**config.mk**
```make
export PLATFORM = sky130hd
export DESIGN_NAME = gol_grid_engine_flat
export DESIGN_NICKNAME = d
export VERILOG_FILES = /design/src/rtl/gol_grid_engine_if.sv /design/src/rtl/gol_grid_engine.sv /design/src/flat_wrapper.sv
export SDC_FILE = /design/constraint.sdc
export NUM_CORES = 1
export LEC_CHECK = 0
export CORE_MARGIN = 10
export CORE_UTILIZATION = 40
export DETAILED_ROUTE_END_ITERATION = 10
export PLACE_DENSITY = 0.57
export SETUP_SLACK_MARGIN = 0.2
export SYNTH_ARGS = -nofsm -noshare
export SYNTH_HDL_FRONTEND = slang
export SYNTH_SLANG_ARGS = --single-unit
```
**constraint.sdc**
```tcl
create_clock -name clock -period 5.2 [get_ports clock]
set_input_delay 1.3 -clock clock [delete_from_list [all_inputs] [get_ports clock]]
set_output_delay 1.3 -clock clock [all_outputs]
set_load 0.03 [all_outputs]
```
**src/rtl/gol_grid_engine_if.sv**
```systemverilog
// Load and readback port bundle for the Game-of-Life grid engine.
// The master side writes rows and selects a readback row; the engine is the slave.
interface gol_grid_engine_if #(
    parameter int unsigned WIDTH  = 8,
    parameter int unsigned HEIGHT = 8
);
    localparam int unsigned RW = (HEIGHT > 1) ? $clog2(HEIGHT) : 1;

    logic             load_valid;
    logic             load_ready;
    logic [WIDTH-1:0] load_data;
    logic [RW-1:0]    rd_row;
    logic [WIDTH-1:0] rd_data;

    modport master (
        output load_valid, load_data, rd_row,
        input  load_ready, rd_data
    );

    modport slave (
        input  load_valid, load_data, rd_row,
        output load_ready, rd_data
    );
endinterface

```
**src/rtl/gol_grid_engine.sv**
```systemverilog
// Game-of-Life core: whole grid held in flops, one generation per cycle when fired.
// Rows are loaded over a valid/ready port and read back one registered row at a time.
module gol_grid_engine #(
    parameter int unsigned WIDTH  = 8,
    parameter int unsigned HEIGHT = 8,
    parameter bit          WRAP   = 1'b1,
    parameter int unsigned CNT_W  = 16
) (
    input  logic                clock,
    input  logic                reset,
    gol_grid_engine_if.slave    bus,
    input  logic                step,
    input  logic                run,
    input  logic [15:0]         period,
    output logic [CNT_W-1:0]    gen_count,
    output logic                busy,
    output logic                stable,
    output logic                extinct
);
    localparam int unsigned RW = (HEIGHT > 1) ? $clog2(HEIGHT) : 1;
    localparam int unsigned NC = WIDTH * HEIGHT;

    typedef enum logic {StIdle, StRun} state_e;

    state_e            state_q, state_d;
    logic [NC-1:0]     grid_q, grid_d;
    logic [RW-1:0]     load_ptr_q, load_ptr_d;
    logic [15:0]       timer_q, timer_d;
    logic [CNT_W-1:0]  gen_count_q, gen_count_d;
    logic              stable_q, stable_d;
    logic [WIDTH-1:0]  rd_data_q, rd_data_d;
    logic [NC-1:0]     next_grid;
    logic              gen_fire;

    // Cell (r,c) lives at bit r*WIDTH+c; off-grid neighbours wrap or read as dead.
    always_comb begin : next_gen
        int       rr;
        int       cc;
        logic [3:0] nbr;
        next_grid = '0;
        for (int r = 0; r < int'(HEIGHT); r++) begin
            for (int c = 0; c < int'(WIDTH); c++) begin
                nbr = 4'd0;
                for (int dr = -1; dr <= 1; dr++) begin
                    for (int dc = -1; dc <= 1; dc++) begin
                        if (dr != 0 || dc != 0) begin
                            rr = r + dr;
                            cc = c + dc;
                            if (WRAP) begin
                                rr = (rr + int'(HEIGHT)) % int'(HEIGHT);
                                cc = (cc + int'(WIDTH)) % int'(WIDTH);
                            end
                            if (rr >= 0 && rr < int'(HEIGHT) && cc >= 0 && cc < int'(WIDTH)) begin
                                nbr = nbr + {3'b000, grid_q[rr * int'(WIDTH) + cc]};
                            end
                        end
                    end
                end
                next_grid[r * int'(WIDTH) + c] = (nbr == 4'd3) ||
                                                 (grid_q[r * int'(WIDTH) + c] && nbr == 4'd2);
            end
        end
    end

    always_comb begin : control
        state_d     = state_q;
        grid_d      = grid_q;
        load_ptr_d  = load_ptr_q;
        timer_d     = timer_q;
        gen_count_d = gen_count_q;
        stable_d    = stable_q;
        gen_fire    = 1'b0;

        unique case (state_q)
            StIdle: begin
                if (bus.load_valid) begin
                    grid_d[int'(load_ptr_q) * int'(WIDTH) +: WIDTH] = bus.load_data;
                    load_ptr_d  = (load_ptr_q == RW'(HEIGHT - 1)) ? '0 : load_ptr_q + 1'b1;
                    gen_count_d = '0;
                    stable_d    = 1'b0;
                    timer_d     = '0;
                end else if (run) begin
                    state_d = StRun;
                    timer_d = '0;
                end else if (step) begin
                    gen_fire = 1'b1;
                end
            end
            StRun: begin
                if (!run) begin
                    state_d = StIdle;
                    timer_d = '0;
                end else if (timer_q == period) begin
                    gen_fire = 1'b1;
                    timer_d  = '0;
                end else begin
                    timer_d = timer_q + 16'd1;
                end
            end
            default: state_d = StIdle;
        endcase

        if (gen_fire) begin
            grid_d   = next_grid;
            stable_d = (next_grid == grid_q);
            if (gen_count_q != '1) begin
                gen_count_d = gen_count_q + CNT_W'(1);
            end
        end

        // Readback samples the pre-update grid on a generation edge.
        rd_data_d = '0;
        if (int'(bus.rd_row) < int'(HEIGHT)) begin
            rd_data_d = grid_q[int'(bus.rd_row) * int'(WIDTH) +: WIDTH];
        end
    end

    always_ff @(posedge clock or posedge reset) begin
        if (reset) begin
            state_q     <= StIdle;
            grid_q      <= '0;
            load_ptr_q  <= '0;
            timer_q     <= '0;
            gen_count_q <= '0;
            stable_q    <= 1'b0;
            rd_data_q   <= '0;
        end else begin
            state_q     <= state_d;
            grid_q      <= grid_d;
            load_ptr_q  <= load_ptr_d;
            timer_q     <= timer_d;
            gen_count_q <= gen_count_d;
            stable_q    <= stable_d;
            rd_data_q   <= rd_data_d;
        end
    end

    assign bus.load_ready = (state_q == StIdle);
    assign bus.rd_data    = rd_data_q;
    assign busy           = (state_q == StRun);
    assign gen_count      = gen_count_q;
    assign stable         = stable_q;
    assign extinct        = (grid_q == '0);
endmodule
```
**src/flat_wrapper.sv**
```systemverilog
// flat-port wrapper written by rule: the top's interface ports become plain ports
module gol_grid_engine_flat 
#(
    parameter int unsigned WIDTH  = 8,
    parameter int unsigned HEIGHT = 8,
    parameter bit          WRAP   = 1'b1,
    parameter int unsigned CNT_W  = 16
)
  (clock, reset, step, run, period, gen_count, busy, stable, extinct, bus_load_valid, bus_load_data, bus_rd_row, bus_load_ready, bus_rd_data);
  gol_grid_engine_if #(.WIDTH(WIDTH), .HEIGHT(HEIGHT)) bus_i ();
  input  logic clock;
  input  logic reset;
  input  logic step;
  input  logic run;
  input  logic [15:0] period;
  output logic [CNT_W-1:0] gen_count;
  output logic busy;
  output logic stable;
  output logic extinct;
  input wire logic [$bits(bus_i.load_valid)-1:0] bus_load_valid;
  input wire logic [$bits(bus_i.load_data)-1:0] bus_load_data;
  input wire logic [$bits(bus_i.rd_row)-1:0] bus_rd_row;
  output wire logic [$bits(bus_i.load_ready)-1:0] bus_load_ready;
  output wire logic [$bits(bus_i.rd_data)-1:0] bus_rd_data;
  assign bus_i.load_valid = bus_load_valid;
  assign bus_i.load_data = bus_load_data;
  assign bus_i.rd_row = bus_rd_row;
  assign bus_load_ready = bus_i.load_ready;
  assign bus_rd_data = bus_i.rd_data;
  gol_grid_engine #(.WIDTH(WIDTH), .HEIGHT(HEIGHT), .WRAP(WRAP), .CNT_W(CNT_W)) u_core (.clock(clock), .reset(reset), .bus(bus_i), .step(step), .run(run), .period(period), .gen_count(gen_count), .busy(busy), .stable(stable), .extinct(extinct));
endmodule
```
; Word level (Yosys, flattened, before mapping)
; Index checks and enable logic that the tools add are counted.
[classes]
addsub = 452
eq_ne = 134
n_shift = 3
n_mux = 26
bitwise = 1
reduce_logical = 132
[ops]
columns = op, n
row1 = 4-bit by 1-bit adder with 4-bit output, 345
row2 = "4-bit by 2-bit == test with 1-bit output, second input constant", 128
row3 = 64-bit 2-to-1 mux, 3
row4 = 1-bit by 1-bit adder with 2-bit output, 64
row5 = 16-bit 2-to-1 mux, 8
row6 = 3-bit by 1-bit adder with 4-bit output, 17
row7 = 2-bit by 1-bit adder with 3-bit output, 22
row8 = 64-bit bitwise mux, 1
row9 = 64-bit == test, 1
row10 = 1-bit logical AND, 64
row11 = 64-bit zero test, 1
row12 = 1-bit logical OR, 64
row13 = "8-bit by 33-bit variable shift with 64-bit output, first input constant", 1
row14 = 64-bit by 7-bit indexed part select with 8-bit output, 1
row15 = 8-bit by 33-bit indexed part select with 64-bit output, 1
row16 = 6-bit negator with 33-bit output, 1
row17 = "16-bit by 1-bit adder with 16-bit output, second input constant", 2
row18 = 16-bit case mux with 2 select lines, 1
row19 = 16-bit == test, 1
row20 = "16-bit != test, second input constant", 1
row21 = 1-bit 2-to-1 mux, 10
row22 = 1-bit case mux with 2 select lines, 2
row23 = 2-bit AND reduction, 2
row24 = "3-bit by 1-bit adder with 3-bit output, second input constant", 1
row25 = 6 further kinds, 6
[word_totals]
register_bits = 109
inputBits = 32
elab_cells = 755

; Longest topological paths before layout
[depth]
word_depth = 12
depth_mapped = 16
ltp_nobuf = 16

; Worst setup path before layout
; Ideal clock, no wire load.
[synth_timing]
kind = register -> register
start = register u_core.grid_q[19]
end = register u_core.stable_q, in the netlist u_core.stable
setup_ps = 92
t_arrival_ps = 4892
required_ps = 5108
slack_ps = 216
stages_incl_launch_ff = 17
path_buffers = 0
path_cell_list = dfrtp_1 -> inv_1 -> ha_1 -> inv_1 -> fa_1 -> fa_1 -> inv_1 -> fa_1 -> inv_1 -> fa_1 -> a222oi_1 -> o31ai_1 -> or4_1 -> or4_1 -> a2111oi_2 -> nand4_1 -> o31ai_2
[synth_between]
elab_chain_cells = 12
elab_cells_between_ends = 71
cone_classes = 35 x add/sub / 17 x eq/ne / 1 x mux / 18 x reduce/logical
[synth_rtl]
columns = item, line_no
row1 = "start, declared", gol_grid_engine.sv:26  ; logic [NC-1:0] grid_q, grid_d;
row2 = "start signal, assigned", gol_grid_engine.sv:129  ; grid_q <= grid_d;
row3 = 1-bit by 1-bit adder with 2-bit output, gol_grid_engine.sv:54  ; nbr = nbr + {3'b000, grid_q[rr * int'(WIDTH) + cc]};
row4 = 4-bit by 1-bit adder with 4-bit output (6 in series), gol_grid_engine.sv:54
row5 = 4-bit by 2-bit == test with 1-bit output, gol_grid_engine.sv:60  ; (grid_q[r * int'(WIDTH) + c] && nbr == 4'd2);
row6 = 1-bit logical AND, gol_grid_engine.sv:60
row7 = 1-bit logical OR, gol_grid_engine.sv:59  ; next_grid[r * int'(WIDTH) + c] = (nbr == 4'd3) ||
row8 = 64-bit == test (*), gol_grid_engine.sv:105  ; stable_d = (next_grid == grid_q);
row9 = 1-bit 2-to-1 mux (*), gol_grid_engine.sv:103  ; if (gen_fire) begin
row10 = "end signal, assigned", gol_grid_engine.sv:133  ; stable_q <= stable_d;
row11 = "end, declared", gol_grid_engine.sv:30  ; logic stable_q, stable_d;
; Mark *: on every way between the ends. The rest lies on a longest branch, timed or not.
; A chain may end at the register's enable or synchronous reset.

; Worst setup path after layout
[layout_timing]
start = register u_core.grid_q[21]
end = register u_core.stable_q, in the netlist u_core.stable
[layout_between]
elab_chain_cells = 12
elab_cells_between_ends = 71
cone_classes = 35 x add/sub / 17 x eq/ne / 1 x mux / 18 x reduce/logical
[layout_rtl]
columns = item, line_no
row1 = 1-bit by 1-bit adder with 2-bit output, gol_grid_engine.sv:54
row2 = 2-bit by 1-bit adder with 3-bit output, gol_grid_engine.sv:54
row3 = 4-bit by 1-bit adder with 4-bit output or 3-bit by 1-bit adder with 4-bit output (tied branches), gol_grid_engine.sv:54
row4 = 4-bit by 1-bit adder with 4-bit output (4 in series), gol_grid_engine.sv:54
row5 = 4-bit by 2-bit == test with 1-bit output, gol_grid_engine.sv:60
row6 = 1-bit logical AND, gol_grid_engine.sv:60
row7 = 1-bit logical OR, gol_grid_engine.sv:59
row8 = 64-bit == test (*), gol_grid_engine.sv:105
row9 = 1-bit 2-to-1 mux (*), gol_grid_engine.sv:103
; Marked as above.

==> run summary <==
Max stage delay on crit path: 0.53 ns
Crit path kind: flop to flop
CP Buf/Inv Count: 4
Gpl congestion: 1.05
Layout cells sized above 1: 0.127
Initial core utilization: 0.402
Post-synthesis sequential area ratio: 0.146
H-tree depth: 3
DR WL met3: 7320 µm
Final TNS setup: 0 ns
Initial DRC Count: 1721
Async set or reset register ratio after synthesis: 1.00
Tmin final: 4.88 ns
Area Growth Syn to Fin: 16.7%
Slew @ Worst Pin: 1.14 ns
HP Class: flop to flop
Hold Path End: u_core.gen_count[11]
Most frequent cells in the layout: inv_1, fa_1, ha_1
Vias in the first global route: 16400
Synth Flop Type: dfrtp_1
Max-Cap Viols: 0
Vias: 16900
GR Overflow Total: 0
Post-synth EDFFs: 0
Die area: 55600 µm²
Worst Setup SP: u_core.grid_q[21]
Io pins: 60
Hold_sp: u_core.gen_count[11]
Layout net count: 2761
Final Hold Fails: 0
CP max-delay cell: fa_1
Count of final setup violators: 0
WP data arrival: 5.23 ns
Post-Syn Nets: 2533
Commonest non-fill, non-tap cell in the layout: inv_1
Netlist cell types: 70
Final period util: 0.938
Crit. End Element: flop
Crit-path max FO: 4
Max Fclk: 205 MHz
Reg2reg end: u_core.stable
Die X: 236 µm
Slew HR: 0.237
Std-Cell Rows: 79
Avg WL per Cell: 29.2 µm
FF+latch count, synth: 109
Met1 WL: 36500 µm
RSZ-0062 raised after global routing: yes
Vias/cell: 5.90
DR DRC count: 0
Worst endpoint required time: 5.55 ns
Slew Viols, Final: 0
Largest net degree at the start of global routing: 64
R2R depth: 15
Placed wire-length estimate: 69500 µm
Synth Instances: 2023
Synth Warn #: 0
CTS clk-pin slew, worst paths: 0.11 ns
Worst setup SP type: flop
Sink Count: 109
Top delay family on crit path: adder cells
Post-Synthesis Cell Area: 18600 µm²
TritonCTS clock tree: done
DRT antenna net count: 0
WHS Path Cells: 1
R2R Path Start: u_core.grid_q[21]
Initial antenna violation count: 2
Wire length on met2: 36400 µm
Crit-path cells: clkinvlp_4, buf_12, fa_1, fa_1, inv_1, fa_2, inv_2, fa_2, a222oi_1, o31ai_1, or4_1, or4_4, a2111oi_4, nand4_1, o31ai_2
Die Ht: 236 µm
Drt pass-1 iters: 6
Cts bufs inserted: 9
All-Layer GR Usage: 0.296
IO Port Bufs: 59
Global-route wire length before repair: 120000 µm
Clk_lat worst skew: 0.43 ns
CTS max path bufs: 2
Uppermost routed layer: met5
Max Clock Skew: 0.0225 ns
Reg2reg setup slack: 0.32 ns
Routed wire length: 83600 µm
Status: complete, no violations
Mean Syn Cell Area: 9.21 µm²
Core Region: 46400 µm²
CTS root buf: clkbuf_16
[worst max-delay path by stage]
stage	to	slack [ns]	cells after the start
after global placement	u_core.stable	0.09	16
after floorplan	u_core.stable	0.22	16
after global routing	u_core.stable	0.12	15
after detailed placement	u_core.stable	0.09	16
final	u_core.stable	0.32	15
after CTS	u_core.stable	0.20	15
[worst reg2reg max path, cell delays in order (launching register included)]
cell	delay (ns)
dfrtp_1	0.41
clkinvlp_4	0.18
buf_12	0.17
fa_1	0.54
fa_1	0.52
inv_1	0.06
fa_2	0.39
inv_2	0.07
fa_2	0.46
a222oi_1	0.33
o31ai_1	0.13
or4_1	0.49
or4_4	0.45
a2111oi_4	0.20
nand4_1	0.15
o31ai_2	0.24
[per-stage QoR]
stage	instances	hold slack (ns)	instance area (µm²)	worst slack (ns)	util
after floorplan	2023	0.499	18600	0.216	-
after global placement	2835	0.481	21200	0.0924	0.458
after detailed placement	2835	0.490	21200	0.0944	0.458
after CTS	2853	0.504	21600	0.202	0.466
after global routing	2863	0.528	21800	0.123	0.469
final	2864	0.505	21800	0.321	0.469
[cell usage after synthesis (all sizes together), types with 26 or more instances]
cell | instances | area share
inv | 423 | 0.085
fa | 255 | 0.27
ha | 223 | 0.15
nand2 | 139 | 0.028
nor2 | 121 | 0.024
dfrtp | 109 | 0.15
o21ai | 70 | 0.019
a21oi | 54 | 0.014
nand4 | 34 | 0.011
nor2b | 33 | 0.011
nand3 | 31 | 0.0083
xnor2 | 31 | 0.015
nor3 | 28 | 0.0075
o211ai | 28 | 0.011
a22oi | 26 | 0.010
[registers in the layout (all words and copies together) (netlist names)]
register / flops
u_core.gen_count: 16
u_core.timer_q: 16
u_core.busy: 1
u_core.bus.rd_data: 8
u_core.grid_q: 64
u_core.load_ptr_q: 3
u_core.stable: 1
[cell type report]
class                   count  area [µm²]
diodes                      1        2.50
clock buffers               9         225
clock inverters             7        88.8
fillers                  4469       24600
inverters                 423        1600
multi-input cells        1461       14300
flip-flops and latches    109        2730
well taps                 607         759
repair buffers            247        2050
[repair_timing]
item,in CTS,in global routing
hold endpoints to repair,0,0
buffers inserted,2,10
hold buffers,0,0
pin swaps,4,22
setup endpoints to repair,1,2
gates resized for setup,5,34
[logic make-up (layout without fill, tap and decap cells)]
logic type / count (synthesis) / count (layout) / synth area share
DFF: 109 / 109 / 0.146
adders and majority gates: 478 / 478 / 0.424
other: 0 / 1 / 0
buffers and inverters: 453 / 686 / 0.0916
and+or+nand+nor: 577 / 577 / 0.167
muxes: 50 / 50 / 0.0388
xor gates and xnor gates: 40 / 40 / 0.0188
AOI/OAI and AO/OA: 316 / 316 / 0.114
[layer usage]
| metal | global-route usage | vias to the layer above |
|---|---|---|
| li1 | - | 7333 |
| met1 | 0.410 | 8619 |
| met2 | 0.450 | 790 |
| met3 | 0.0551 | 154 |
| met4 | 0.115 | 4 |
| met5 | 0 | - |
Power is left out: the tool's default activity adds up to more than one toggle a clock period on the data nets, which glitch-free logic cannot reach.
==> variant 1: new RTL, same settings <==
`HEIGHT` is set to 8 in 3 places; all go to 4.
--- a/src/rtl/gol_grid_engine_if.sv
+++ b/src/rtl/gol_grid_engine_if.sv
@@ -2,7 +2,7 @@
 // The master side writes rows and selects a readback row; the engine is the slave.
 interface gol_grid_engine_if #(
     parameter int unsigned WIDTH  = 8,
-    parameter int unsigned HEIGHT = 8
+    parameter int unsigned HEIGHT = 4
 );
     localparam int unsigned RW = (HEIGHT > 1) ? $clog2(HEIGHT) : 1;
 
--- a/src/rtl/gol_grid_engine.sv
+++ b/src/rtl/gol_grid_engine.sv
@@ -2,7 +2,7 @@
 // Rows are loaded over a valid/ready port and read back one registered row at a time.
 module gol_grid_engine #(
     parameter int unsigned WIDTH  = 8,
-    parameter int unsigned HEIGHT = 8,
+    parameter int unsigned HEIGHT = 4,
     parameter bit          WRAP   = 1'b1,
     parameter int unsigned CNT_W  = 16
 ) (
--- a/src/flat_wrapper.sv
+++ b/src/flat_wrapper.sv
@@ -2,7 +2,7 @@
 module gol_grid_engine_flat 
 #(
     parameter int unsigned WIDTH  = 8,
-    parameter int unsigned HEIGHT = 8,
+    parameter int unsigned HEIGHT = 4,
     parameter bit          WRAP   = 1'b1,
     parameter int unsigned CNT_W  = 16
 )
Interface: changed (resized bus_rd_row); port bits go from 60 to 59. No check against the original RTL was run, so the function may have changed too.
==> variant 1 against the unedited design <==
  * Cell area fell by 45%
  * Synthesized cell count fell by 45%
  * Non-clock buffer count fell by 136
  * Global-route usage fell by 9.6 points
  * Synthesized area fell by 45%
  * First-iteration DRC count fell by 59%
  * Worst setup slack improved by 160 ps
  * Utilization rose by 0.19 points
  * Sequential cell count fell by 33
  * Clock skew fell by 8.1 ps
  * Critical path depth did not move
  * Routed wire length fell by 61%
Power is left out: the tool's default activity adds up to more than one toggle a clock period on the data nets, which glitch-free logic cannot reach.
==> variant 1: results (changes against the unedited design) <==
metric,value,unit,change
met3_length,2350,microns,-68%
min_to,u_core.gen_count[14]$_DFF_PP0_,,
grtUsageMet1,27.1,%,-14 points
portBuffers,58,,-1.7%
drive_above_1_share,7.18,%,-5.5 points
relSlewSlack,29.5,%,+5.9 points
worstSkewPairLatency,360,ps,-70 ps
grt_max_degree,44,,-31%
clk_pin_slew,70,ps,-40 ps
cp.arrival,4970,ps,-260 ps
fillerInstances,2409,,-46%
routedWlPerCell,20.9,microns,-28%
rrSetupSlack,480,ps,+160 ps
multi_input_gates,804,,-45%
sh_seq_area,16.0,%,+3.5 points
globalplace.congestion,0.966,,-7.8%
bufAreaShareNonClock,8.24,%,-1.2 points
seq_area_frac_synth,18.6,%,+3.9 points
syn_nets,1378,,-46%
status,finished clean,,
grt_pass1_wl,51400,microns,-57%
grt_util_met3,4.20,%,-1.3 points
clock_cell_area_share,2.43,%,+0.99 points
vias_per_cell,5.58,,-5.5%
synthTopCellsByCount,"inv_1, fa_1, ha_1",,
multi_input_area_share,63.3,%,-2.5 points
nNetsFinal,1482,,-46%
finClkSkew,14.4,ps,-8.07 ps
hpwl,25200,microns,-64%
grt_pass1_vias,8784,,-47%
largest_reg_flops,32,,-50%
min_from,u_core.gen_count[14]$_DFF_PP0_,,
cts_setup_buffers,0,,-2
critPathSlowestCell,or4b_2,,
maxUsedRoutingLayer,met4,,
cp_max_fo,7,,+3
first_pass_iters,5,,-1
critPathMaxStageDelay,660,ps,+130 ps
route.met2.wl,14500,microns,-60%
diodes,0,,-1
cts_resized,0,,-5
met2_usage,31.1,%,-14 points
n_all_inverters,206,,-51%
n_sequential_cell,76,,-30%
synth_top_cells_by_area,"fa_1, dfrtp_1, ha_1",,
grt_use_total,20.1,%,-9.6 points
synthDistinctLibCells,57,,-19%
[variant 1: through the flow]
step                std cells  util [%]  area, sq um  setup slack (ps)  hold slack [ps]
CTS                      1540      47.1        11900               430              508
floorplan                1104         -        10200               638              494
global placement         1525      45.9        11600               527              500
detailed placement       1525      45.9        11600               433              497
global route             1542      47.1        11900               216              529
finish                   1542      47.1        11900               481              514
[variant 1: worst reg2reg max path, cell delays in order (launching register included)]
cell and delay (ps):
dfrtp_1 430, ha_1 300, inv_1 50, fa_1 510, fa_1 550, inv_1 50, fa_1 460, inv_1 90
fa_1 420, or4b_2 660, a2111oi_1 390, a2111o_1 190, nor4_1 60, o311ai_0 130, nor4_1 100, a32o_1 220
[variant 1: cell families after synthesis]
kind of cell	Yosys count	share of synthesized area (%)
adders and majority gates	243	39.1
muxes	30	3.93
AOI/OAI and AO/OA	198	12.3
DFF	76	18.6
and+or+nand+nor	312	16.1
xor gates and xnor gates	21	1.80
buffers and inverters	224	8.22
==> variant 2: new RTL, same flow settings <==
Made on the original files. Register the output `gen_count` once more, cleared by the reset; this adds one clock of latency there. The other outputs are not delayed to match.
--- a/src/rtl/gol_grid_engine.sv
+++ b/src/rtl/gol_grid_engine.sv
@@ -138,7 +138,13 @@
     assign bus.load_ready = (state_q == StIdle);
     assign bus.rd_data    = rd_data_q;
     assign busy           = (state_q == StRun);
-    assign gen_count      = gen_count_q;
+    always_ff @(posedge clock or posedge reset) begin
+        if (reset) begin
+            gen_count <= '0;
+        end else begin
+            gen_count <= gen_count_q;
+        end
+    end
     assign stable         = stable_q;
     assign extinct        = (grid_q == '0);
 endmodule
Function: not settled (the Yosys comparison gave no result); the edit may change what the design does.
==> variant 2 against the unedited design <==
  * Final cell count grew 0.94%
  * Critical path depth is the same
  * Cell area grew 2.2%
  * Via count up 1.5%
  * Worst setup slack got worse by 39 ps
  * Sequential cell count is 16 higher
  * Synthesized area up 1.6%
  * Critical endpoint unchanged
  * Routed wire length increased by 3.1%
Power is not shown: default switching activity piles up to over one toggle a cycle in this logic, so the estimate is an artifact.
==> variant 2: results (changes against the unedited design) <==
metric,value,unit,change
status,finished clean,,
placed_area,21500,sq um,+1.4%
antenna_found_initial,8,,+6
fin_cells,2891,,+0.94%
syn_nets,2550,,+0.67%
synthDistinctLibCells,73,,+4.3%
worstSkewPairLatency,510,ps,+80 ps
cp_max_fo,5,,+1
finClkSkew,16.2,ps,-6.26 ps
route.met2.wl,38800,microns,+6.4%
fillerInstances,4502,,+0.74%
synth_top_cells_by_area,"fa_1, dfrtp_1, ha_1",,
critPathSlowestCell,dfrtp_1,,
synthTopCellsByCount,"inv_1, fa_1, ha_1",,
first_pass_iters,7,,+1
synthAdderAreaFrac,41.5,%,-0.83 points
met2_usage,48.5,%,+3.5 points
relSlewSlack,25.4,%,+1.7 points
met3_length,7480,microns,+2.1%
critPathMaxStageDelay,580,ps,+50 ps
synth_xor_xnor_area_share,1.62,%,-0.26 points
synth_compound_area_share,12.5,%,+1.1 points
grtUsageMet1,38.1,%,-2.9 points
grt_pass1_vias,17061,,+3.8%
grt_util_met3,7.02,%,+1.5 points
cts_buffers,17,,+8
routedWlPerCell,29.8,microns,+2.2%
initialDrtViolationCount,1772,,+3.0%
clk_pin_slew,80,ps,-30 ps
vias_per_cell,5.93,,+0.53%
drive_above_1_share,12.3,%,-0.41 points
synth_mux_area_share,3.57,%,-0.31 points
-- variant 2: cell types whose count changed after synthesis, sizes merged, moves of 17 or more --
| cell | unedited run | this run |
|---|---|---|
| nand3 | 31 | 49 |
| o22ai | 24 | 7 |
| o211ai | 28 | 11 |
| xnor2 | 31 | 10 |
| o21ai | 70 | 105 |
-- variant 2: worst paths after layout --
kind	cells after the start	start	to	slack [ps]
max in group asynchronous	3	reset	u_core.grid_q[56]$_DFFE_PP0P_	3040
min reg2reg	0	u_core.gen_count_q[11]$_DFF_PP0_	u_core.gen_count[11]$_DFF_PP0_	430
min in group asynchronous	2	reset	u_core.bus.rd_data[7]$_DFF_PP0_	1290
max reg2reg	15	u_core.grid_q[30]$_DFFE_PP0P_	u_core.stable$_DFFE_PP0P_	280
max	15	u_core.grid_q[30]$_DFFE_PP0P_	u_core.stable$_DFFE_PP0P_	280
min	0	u_core.gen_count_q[11]$_DFF_PP0_	u_core.gen_count[11]$_DFF_PP0_	430
-- variant 2: logic make-up (layout without fill, tap and decap cells) --
logic type / after synthesis / in the layout
adders and majority gates: 475 / 475
AOI/OAI and AO/OA: 358 / 358
xor gates and xnor gates: 35 / 35
muxes: 46 / 46
and+or+nand+nor: 553 / 553
other: 0 / 2
DFF: 125 / 125
buffers and inverters: 451 / 690
-- variant 2: final cells by class --
cell class	count	area, sq um	area share (%)
Multi-Input combinational cell	1467	14200	63.8
Sequential cell	125	3130	14.1
Timing Repair Buffer	246	2020	9.07
Inverter	412	1560	7.03
Tap cell	607	759	3.42
Clock buffer	17	425	1.91
Clock inverter	15	148	0.664
Antenna cell	2	5.00	0.0225
-- variant 2: timing repair --
| item | in CTS | in global routing |
|---|---|---|
| buffers inserted | 0 | 6 |
| gates resized for setup | 1 | 20 |
| pin swaps | 0 | 0 |
| endpoints found under the setup margin | 1 | 1 |
